--- config.mk ---
export PLATFORM = sky130hd
export DESIGN_NAME = decode_stage_flat
export DESIGN_NICKNAME = d
export VERILOG_FILES = /design/src/rtl/decode_stage_if.sv /design/src/rtl/decode_stage.sv /design/src/flat_wrapper.sv
export SDC_FILE = /design/constraint.sdc
export NUM_CORES = 1
export LEC_CHECK = 0
export BUFFER_PORTS_ARGS = -buffer_cell sky130_fd_sc_hd__buf_4
export CORE_ASPECT_RATIO = 0.9
export CORE_MARGIN = 2
export CORE_UTILIZATION = 43
export CTS_CLUSTER_SIZE = 40
export DETAILED_ROUTE_END_ITERATION = 10
export GPL_TIMING_DRIVEN = 0
export PLACE_DENSITY = 0.82
export SLEW_MARGIN = 15
export SYNTH_ARGS = -nofsm -noshare
export SYNTH_HDL_FRONTEND = slang
export SYNTH_SLANG_ARGS = --single-unit
--- constraint.sdc ---
create_clock -name clk -period 2.8 [get_ports clk]
set_input_delay 0.7 -clock clk [delete_from_list [all_inputs] [get_ports clk]]
set_output_delay 0.7 -clock clk [all_outputs]
set_load 0.02 [all_outputs]
--- src/rtl/decode_stage_if.sv ---
// Bundle between IF/ID, register file, writeback, EX and the decode stage.
// The master modport is the surrounding pipeline; the slave modport is decode_stage.
interface decode_stage_if;
    // IF/ID side
    logic [31:0] instruction;
    logic        instrValid;
    logic        flush;
    logic        stall;

    // Register file read port
    logic [4:0]  readReg1;
    logic [4:0]  readReg2;
    logic [31:0] readData1;
    logic [31:0] readData2;

    // Writeback port mirror
    logic        wbWrite;
    logic [4:0]  wbReg;
    logic [31:0] wbData;

    // Current ID/EX occupant, for load-use detection
    logic        exMemRead;
    logic [4:0]  exWriteReg;

    // Registered ID/EX outputs
    logic        idValid;
    logic [31:0] idData1;
    logic [31:0] idData2;
    logic [31:0] idImm;
    logic [4:0]  idDest;
    logic        idRegWrite;
    logic        idMemRead;
    logic        idMemWrite;
    logic        idAluSrc;
    logic        idBranch;
    logic [3:0]  idAluCtl;
    logic        idIllegal;

    modport master (
        output instruction, instrValid, flush, readData1, readData2,
        output wbWrite, wbReg, wbData, exMemRead, exWriteReg,
        input  stall, readReg1, readReg2,
        input  idValid, idData1, idData2, idImm, idDest, idRegWrite, idMemRead,
        input  idMemWrite, idAluSrc, idBranch, idAluCtl, idIllegal
    );

    modport slave (
        input  instruction, instrValid, flush, readData1, readData2,
        input  wbWrite, wbReg, wbData, exMemRead, exWriteReg,
        output stall, readReg1, readReg2,
        output idValid, idData1, idData2, idImm, idDest, idRegWrite, idMemRead,
        output idMemWrite, idAluSrc, idBranch, idAluCtl, idIllegal
    );
endinterface

--- src/rtl/decode_stage.sv ---
// MIPS-subset instruction decode stage with load-use stall and ID/EX register.
// Optional feature: define DECODE_WB_BYPASS_EN to forward the writeback port into
// idData1/idData2 when it targets rs/rt in the same cycle.
module decode_stage (
    input  logic          clk,
    input  logic          rst_n,
    decode_stage_if.slave bus
);

    localparam logic [3:0] AluAnd = 4'd0;
    localparam logic [3:0] AluOr  = 4'd1;
    localparam logic [3:0] AluAdd = 4'd2;
    localparam logic [3:0] AluSll = 4'd3;
    localparam logic [3:0] AluSrl = 4'd4;
    localparam logic [3:0] AluLui = 4'd5;
    localparam logic [3:0] AluSub = 4'd6;
    localparam logic [3:0] AluSlt = 4'd7;

    typedef enum logic [1:0] {ImmNone, ImmSign, ImmZero} imm_kind_e;

    typedef struct packed {
        logic        valid;
        logic [31:0] data1;
        logic [31:0] data2;
        logic [31:0] imm;
        logic [4:0]  dest;
        logic        reg_write;
        logic        mem_read;
        logic        mem_write;
        logic        alu_src;
        logic        branch;
        logic [3:0]  alu_ctl;
        logic        illegal;
    } idex_t;

    localparam idex_t Bubble = '0;

    logic [5:0]  opcode;
    logic [5:0]  funct;
    logic [4:0]  rs;
    logic [4:0]  rt;
    logic [4:0]  rd;

    logic        dec_legal;
    logic        dec_reg_write;
    logic        dec_mem_read;
    logic        dec_mem_write;
    logic        dec_alu_src;
    logic        dec_branch;
    logic [3:0]  dec_alu_ctl;
    logic [4:0]  dec_dest;
    logic        rt_used;
    imm_kind_e   imm_kind;
    logic [31:0] imm_ext;

    logic [31:0] src1;
    logic [31:0] src2;
    logic        hazard;
    logic        load_insn;

    idex_t       idex_d;
    idex_t       idex_q;

    assign opcode = bus.instruction[31:26];
    assign rs     = bus.instruction[25:21];
    assign rt     = bus.instruction[20:16];
    assign rd     = bus.instruction[15:11];
    assign funct  = bus.instruction[5:0];

    assign bus.readReg1 = rs;
    assign bus.readReg2 = rt;

    // Opcode/funct decode into control bits, destination and immediate kind
    always_comb begin
        dec_legal     = 1'b1;
        dec_reg_write = 1'b0;
        dec_mem_read  = 1'b0;
        dec_mem_write = 1'b0;
        dec_alu_src   = 1'b0;
        dec_branch    = 1'b0;
        dec_alu_ctl   = AluAnd;
        dec_dest      = 5'd0;
        rt_used       = 1'b0;
        imm_kind      = ImmNone;
        unique case (opcode)
            6'h00: begin
                dec_reg_write = 1'b1;
                dec_dest      = rd;
                rt_used       = 1'b1;
                unique case (funct)
                    6'h20:   dec_alu_ctl = AluAdd;
                    6'h22:   dec_alu_ctl = AluSub;
                    6'h24:   dec_alu_ctl = AluAnd;
                    6'h25:   dec_alu_ctl = AluOr;
                    6'h2A:   dec_alu_ctl = AluSlt;
                    6'h00:   dec_alu_ctl = AluSll;
                    6'h02:   dec_alu_ctl = AluSrl;
                    default: dec_legal   = 1'b0;
                endcase
            end
            6'h23: begin
                dec_reg_write = 1'b1;
                dec_mem_read  = 1'b1;
                dec_alu_src   = 1'b1;
                dec_alu_ctl   = AluAdd;
                dec_dest      = rt;
                imm_kind      = ImmSign;
            end
            6'h2B: begin
                dec_mem_write = 1'b1;
                dec_alu_src   = 1'b1;
                dec_alu_ctl   = AluAdd;
                rt_used       = 1'b1;
                imm_kind      = ImmSign;
            end
            6'h04: begin
                dec_branch    = 1'b1;
                dec_alu_ctl   = AluSub;
                rt_used       = 1'b1;
                imm_kind      = ImmSign;
            end
            6'h08, 6'h0A: begin
                dec_reg_write = 1'b1;
                dec_alu_src   = 1'b1;
                dec_alu_ctl   = (opcode == 6'h08) ? AluAdd : AluSlt;
                dec_dest      = rt;
                imm_kind      = ImmSign;
            end
            6'h0C, 6'h0D, 6'h0F: begin
                dec_reg_write = 1'b1;
                dec_alu_src   = 1'b1;
                dec_alu_ctl   = (opcode == 6'h0C) ? AluAnd :
                                (opcode == 6'h0D) ? AluOr : AluLui;
                dec_dest      = rt;
                imm_kind      = ImmZero;
            end
            default: dec_legal = 1'b0;
        endcase
    end

    // Immediate extension; R-type carries no immediate
    always_comb begin
        imm_ext = 32'd0;
        unique case (imm_kind)
            ImmSign: imm_ext = {{16{bus.instruction[15]}}, bus.instruction[15:0]};
            ImmZero: imm_ext = {16'd0, bus.instruction[15:0]};
            default: imm_ext = 32'd0;
        endcase
    end

`ifdef DECODE_WB_BYPASS_EN
    // Writeback in flight this cycle overrides the stale register file value
    always_comb begin
        src1 = bus.readData1;
        src2 = bus.readData2;
        if (bus.wbWrite && (bus.wbReg != 5'd0) && (bus.wbReg == rs)) begin
            src1 = bus.wbData;
        end
        if (bus.wbWrite && (bus.wbReg != 5'd0) && (bus.wbReg == rt)) begin
            src2 = bus.wbData;
        end
    end
`else
    logic unused_wb;
    assign unused_wb = ^{bus.wbWrite, bus.wbReg, bus.wbData};

    // Operands straight from the register file
    always_comb begin
        src1 = bus.readData1;
        src2 = bus.readData2;
    end
`endif

    // Load-use hazard; flush and reset both mask it since the slot is discarded
    always_comb begin
        hazard = bus.exMemRead && (bus.exWriteReg != 5'd0) &&
                 ((bus.exWriteReg == rs) || (rt_used && (bus.exWriteReg == rt)));
        bus.stall = rst_n && bus.instrValid && !bus.flush && hazard;
    end

    assign load_insn = bus.instrValid && !bus.flush && !bus.stall;

    // Next ID/EX contents: bubble unless a legal instruction issues this edge
    always_comb begin
        idex_d = Bubble;
        if (load_insn && !dec_legal) begin
            idex_d.illegal = 1'b1;
        end else if (load_insn) begin
            idex_d.valid     = 1'b1;
            idex_d.data1     = (rs == 5'd0) ? 32'd0 : src1;
            idex_d.data2     = (rt == 5'd0) ? 32'd0 : src2;
            idex_d.imm       = imm_ext;
            idex_d.dest      = dec_dest;
            idex_d.reg_write = dec_reg_write;
            idex_d.mem_read  = dec_mem_read;
            idex_d.mem_write = dec_mem_write;
            idex_d.alu_src   = dec_alu_src;
            idex_d.branch    = dec_branch;
            idex_d.alu_ctl   = dec_alu_ctl;
        end
    end

    // ID/EX pipeline register
    always_ff @(posedge clk or negedge rst_n) begin
        if (!rst_n) begin
            idex_q <= Bubble;
        end else begin
            idex_q <= idex_d;
        end
    end

    assign bus.idValid    = idex_q.valid;
    assign bus.idData1    = idex_q.data1;
    assign bus.idData2    = idex_q.data2;
    assign bus.idImm      = idex_q.imm;
    assign bus.idDest     = idex_q.dest;
    assign bus.idRegWrite = idex_q.reg_write;
    assign bus.idMemRead  = idex_q.mem_read;
    assign bus.idMemWrite = idex_q.mem_write;
    assign bus.idAluSrc   = idex_q.alu_src;
    assign bus.idBranch   = idex_q.branch;
    assign bus.idAluCtl   = idex_q.alu_ctl;
    assign bus.idIllegal  = idex_q.illegal;

endmodule
--- src/flat_wrapper.sv ---
// flat-port wrapper written by rule: the top's interface ports become plain ports
module decode_stage_flat 
  (clk, rst_n, bus_instruction, bus_instrValid, bus_flush, bus_readData1, bus_readData2, bus_wbWrite, bus_wbReg, bus_wbData, bus_exMemRead, bus_exWriteReg, bus_stall, bus_readReg1, bus_readReg2, bus_idValid, bus_idData1, bus_idData2, bus_idImm, bus_idDest, bus_idRegWrite, bus_idMemRead, bus_idMemWrite, bus_idAluSrc, bus_idBranch, bus_idAluCtl, bus_idIllegal);
  decode_stage_if bus_i ();
  input  logic clk;
  input  logic rst_n;
  input wire logic [$bits(bus_i.instruction)-1:0] bus_instruction;
  input wire logic [$bits(bus_i.instrValid)-1:0] bus_instrValid;
  input wire logic [$bits(bus_i.flush)-1:0] bus_flush;
  input wire logic [$bits(bus_i.readData1)-1:0] bus_readData1;
  input wire logic [$bits(bus_i.readData2)-1:0] bus_readData2;
  input wire logic [$bits(bus_i.wbWrite)-1:0] bus_wbWrite;
  input wire logic [$bits(bus_i.wbReg)-1:0] bus_wbReg;
  input wire logic [$bits(bus_i.wbData)-1:0] bus_wbData;
  input wire logic [$bits(bus_i.exMemRead)-1:0] bus_exMemRead;
  input wire logic [$bits(bus_i.exWriteReg)-1:0] bus_exWriteReg;
  output wire logic [$bits(bus_i.stall)-1:0] bus_stall;
  output wire logic [$bits(bus_i.readReg1)-1:0] bus_readReg1;
  output wire logic [$bits(bus_i.readReg2)-1:0] bus_readReg2;
  output wire logic [$bits(bus_i.idValid)-1:0] bus_idValid;
  output wire logic [$bits(bus_i.idData1)-1:0] bus_idData1;
  output wire logic [$bits(bus_i.idData2)-1:0] bus_idData2;
  output wire logic [$bits(bus_i.idImm)-1:0] bus_idImm;
  output wire logic [$bits(bus_i.idDest)-1:0] bus_idDest;
  output wire logic [$bits(bus_i.idRegWrite)-1:0] bus_idRegWrite;
  output wire logic [$bits(bus_i.idMemRead)-1:0] bus_idMemRead;
  output wire logic [$bits(bus_i.idMemWrite)-1:0] bus_idMemWrite;
  output wire logic [$bits(bus_i.idAluSrc)-1:0] bus_idAluSrc;
  output wire logic [$bits(bus_i.idBranch)-1:0] bus_idBranch;
  output wire logic [$bits(bus_i.idAluCtl)-1:0] bus_idAluCtl;
  output wire logic [$bits(bus_i.idIllegal)-1:0] bus_idIllegal;
  assign bus_i.instruction = bus_instruction;
  assign bus_i.instrValid = bus_instrValid;
  assign bus_i.flush = bus_flush;
  assign bus_i.readData1 = bus_readData1;
  assign bus_i.readData2 = bus_readData2;
  assign bus_i.wbWrite = bus_wbWrite;
  assign bus_i.wbReg = bus_wbReg;
  assign bus_i.wbData = bus_wbData;
  assign bus_i.exMemRead = bus_exMemRead;
  assign bus_i.exWriteReg = bus_exWriteReg;
  assign bus_stall = bus_i.stall;
  assign bus_readReg1 = bus_i.readReg1;
  assign bus_readReg2 = bus_i.readReg2;
  assign bus_idValid = bus_i.idValid;
  assign bus_idData1 = bus_i.idData1;
  assign bus_idData2 = bus_i.idData2;
  assign bus_idImm = bus_i.idImm;
  assign bus_idDest = bus_i.idDest;
  assign bus_idRegWrite = bus_i.idRegWrite;
  assign bus_idMemRead = bus_i.idMemRead;
  assign bus_idMemWrite = bus_i.idMemWrite;
  assign bus_idAluSrc = bus_i.idAluSrc;
  assign bus_idBranch = bus_i.idBranch;
  assign bus_idAluCtl = bus_i.idAluCtl;
  assign bus_idIllegal = bus_i.idIllegal;
  decode_stage u_core (.clk(clk), .rst_n(rst_n), .bus(bus_i));
endmodule
==> metrics.md <==
| Metric | Value |
|---|---|
| Outcome | completed |
| Top cell by count, worst path | buf_6 |
| CP Class | input port to output port |
| Drc violations | 0 |
| Fin. max-slew vios | 0 |
| Vias in the first global route | 3733 |
| DIE HEIGHT | roughly 97 um |
| Top_reg_cell synth | dfrtp_1 |
| Syn Std Cell Area | about 4200 um^2 |
| Cell chain of the critical path | buf_8 > xnor2_2 > nand4_1 > or4_4 > a21oi_4 > buf_6 > buf_6 |
| Area Growth Syn to Fin | 52.5% |
| Period utilization | 99.0% |
| Final core utilization | 66.7% |
| Placed insts | 780 |
| H-tree depth | 3 |
| First-pass GRT wire length | 18400 um |
| Clock input transition at the sequential cells of the worst setup and hold paths | 0.11 ns |
| Total congestion overflow | 0 |
| Slowest CP cell | or4_4 |
| Hpwl dp | 8850 um |
| TNS Setup | 0 ns |
| WP data arrival | approximately 2.1 ns |
| GPL Wtd Cong | a little over 0.8 |
| DIE WIDTH | 108 um |
| Std-Cell Rows | 34 |
| Worst-Margin Slew | 0.550 ns |
| Core ar. | 9530 um^2 |
| Worst-case clock buffer depth | 2 |
| CP peak stage delay | 0.55 ns |
| Synth Instances | 428 |
| CTS tree | built |
| Max Cap Viol | 0 |
| Sequential share of power | 53.4% |
| Largest net degree at the start of global routing | 98 |
| Mapped Nets | 574 |
| Peak supply drop | 0.000205 V |
| Hold Crit Class | input port to async pin |
| Hold-fix buffers at CTS | 0 |
| CTS buffer count | 9 |
| Drt first pass iters | 7 |
| Most frequent cells in the layout | 253 x buf_4, 96 x dfrtp_1, 95 x nor3_1 |
| Share of layout cells above drive strength 1 | 45.6% |
| Fin crit period | 2.77 ns |
| Antenna diode count | 0 |
| Initial Util | 43.7% |
| Iter 0 DRT Violations | 189 |
| Wirelength per Cell | 15.0 um |
| Internal | 1.92 mW |
| Commonest non-fill, non-tap cell in the layout | buf_4 |
| Yosys reg bits | 96 |
| PortBufs | around 230 |
| Met3 WL post-DR | roughly 880 um |
| Vias per inst | slightly below 5 |
| NetSw | around 0.70 mW |
| CP Launch Type | input port |
| Req. time, crit path | 2.10 ns |
| Post-synth EDFFs | 0 |
| Area of the multi-input gates | 1430 um^2 |
| I/O pins | roughly 270 |
| Post-Layout Cell Count | approximately 800 |
| Sequential Area | ~2400 um^2 |
| Vias | 3967 |
| Die ar. | 10500 um^2 |
| Fillers | 774 |
| Synth unique cells | 45 |
| Top sig layer | met4 |
| Placement Setup Slack | -0.764 ns |
| Avg Cell Area, Syn | 9.74 um^2 |
| WL met2 | 6020 um |
| Post-route antenna net violation count | 0 |
| Peak Freq | 0.361 GHz |
| Setup WS post-layout | 0.0268 ns |
| Fraction of power spent switching nets | between 20% and 30% |
| Ys Warns | 0 |
| Clk sinks | 96 |
| Initial antenna violation count | 0 |
| Pleak | 3.40 nW |
| Critical Path Sink Type | output port |
| Power Total | 2.62 mW |
| Hold Fails Final Rpt | 0 |
| Max Fanout on Critical Path | 8 |
| Final wirelength | 12000 um |
| Rel. slew slack | 63.3% |
| Final setup fails | 0 |
| Combinational Power Share | 13.7% |
| Clock share of power | about a third |
| Post-synthesis sequential area ratio | slightly below 60% |
| Metal-1 WL | slightly below 5000 um |
| Gr usage total | 22.4% |
| Asr flop ratio synth | between 90% and 100% |
| Root buffer cell | clkbuf_8 |
| Pwr/cell area | a little over 400 nW/um^2 |
| Nets | 817 |
[layout make-up]
cell class / instances / area share, %
buffer: 58 / 5.77
sequential: 96 / 37.8
clock inverter: 7 / 0.945
inverter: 5 / 0.295
clock buffer: 9 / 1.95
timing repair buffer: 232 / 28.2
tap: 126 / 2.48
multi-input combinational: 269 / 22.5
[worst max-delay path by stage]
stage	start	endpoint	slack (ns)	depth (start not counted)
2_1_floorplan	bus_instruction[31]	bus_stall	0.09	6
3_3_place_gp	rst_n	bus_stall	-0.71	5
3_5_place_dp	rst_n	bus_stall	-0.76	5
4_1_cts	bus_instruction[29]	u_core.bus.idImm[14]	0.008	11
5_1_grt	bus_instruction[19]	bus_stall	-0.03	7
6_report	bus_instruction[19]	bus_stall	0.03	7
[sequential cells by signal, summed over array words and instances (netlist names)]
signal                 flops
u_core.bus.idBranch        1
u_core.bus.idData2        32
u_core.bus.idImm          17
u_core.bus.idAluCtl        3
u_core.bus.idDest          5
u_core.bus.idIllegal       1
u_core.bus.idAluSrc        1
u_core.bus.idValid         1
u_core.bus.idData1        32
u_core.bus.idMemWrite      1
u_core.bus.idRegWrite      1
u_core.bus.idMemRead       1
[synth_stat cells, types with 2 or more instances]
library cell / count / area (um^2)
a211oi_1: 2 / 15.0
or2_2: 2 / 12.5
ha_1: 2 / 25.0
nor2_1: 14 / 52.6
nand4_1: 2 / 12.5
inv_1: 5 / 18.8
buf_4: 30 / 225
xnor2_1: 7 / 61.3
dfrtp_1: 96 / 2400
xor2_1: 4 / 35.0
o21ai_0: 6 / 30.0
nor2b_1: 3 / 18.8
nand3b_1: 2 / 15.0
nor4_1: 3 / 18.8
nand2_1: 88 / 330
buf_2: 15 / 75.1
clkbuf_1: 12 / 45.0
nand3_1: 4 / 20.0
a22oi_1: 5 / 37.5
a21oi_1: 7 / 35.0
nor3_1: 95 / 475
[per-layer routing]
layer | GRT usage, % | up-vias
li1 | - | 1898
met1 | 29.0 | 1855
met2 | 38.1 | 189
met3 | 4.69 | 25
met4 | 6.02 | 0
met5 | 0 | -
[per-stage QoR]
step	area [um^2]	hold slack, ns
after floorplan	4170	0.404
after global placement	6020	0.928
after detailed placement	6020	0.930
after CTS	6230	0.283
after global routing	6360	0.289
final	6360	0.272
[power groups by stage]
stage | registers, mW | logic [mW] | clock network, mW
after floorplan | 1.44 | 0.118 | 0
after global placement | 1.43 | 0.331 | 0
after detailed placement | 1.43 | 0.341 | 0
after CTS | 1.40 | 0.344 | 0.877
after global routing | 1.40 | 0.391 | 0.952
final | 1.40 | 0.358 | 0.864
[what timing repair did]
item	in CTS	in global routing
setup endpoints to repair	1	11
gates resized for setup	5	22
cloned	0	0
pin swaps	1	9
setup buffers	1	5
[worst max-delay path: cells and delay by family]
family / cells / cell delay, ns
xor+xnor: 1 / 0.15
simple gates: 2 / 0.66
compound gates: 1 / 0.18
buf+inv: 3 / 0.38
[logic make-up after synthesis]
group / Yosys count / share of synthesized area [%]
flip-flops: 96 / 57.6
buffers and inverters: 63 / 9.01
AO/OA/AOI/OAI: 30 / 4.95
adder cells (fa/ha/maj): 2 / 0.600
other: 1 / 0.0900
AND/OR/NAND/NOR: 225 / 25.4
XOR/XNOR: 11 / 2.31
Note: power is estimated with default switching activity, not from simulation.
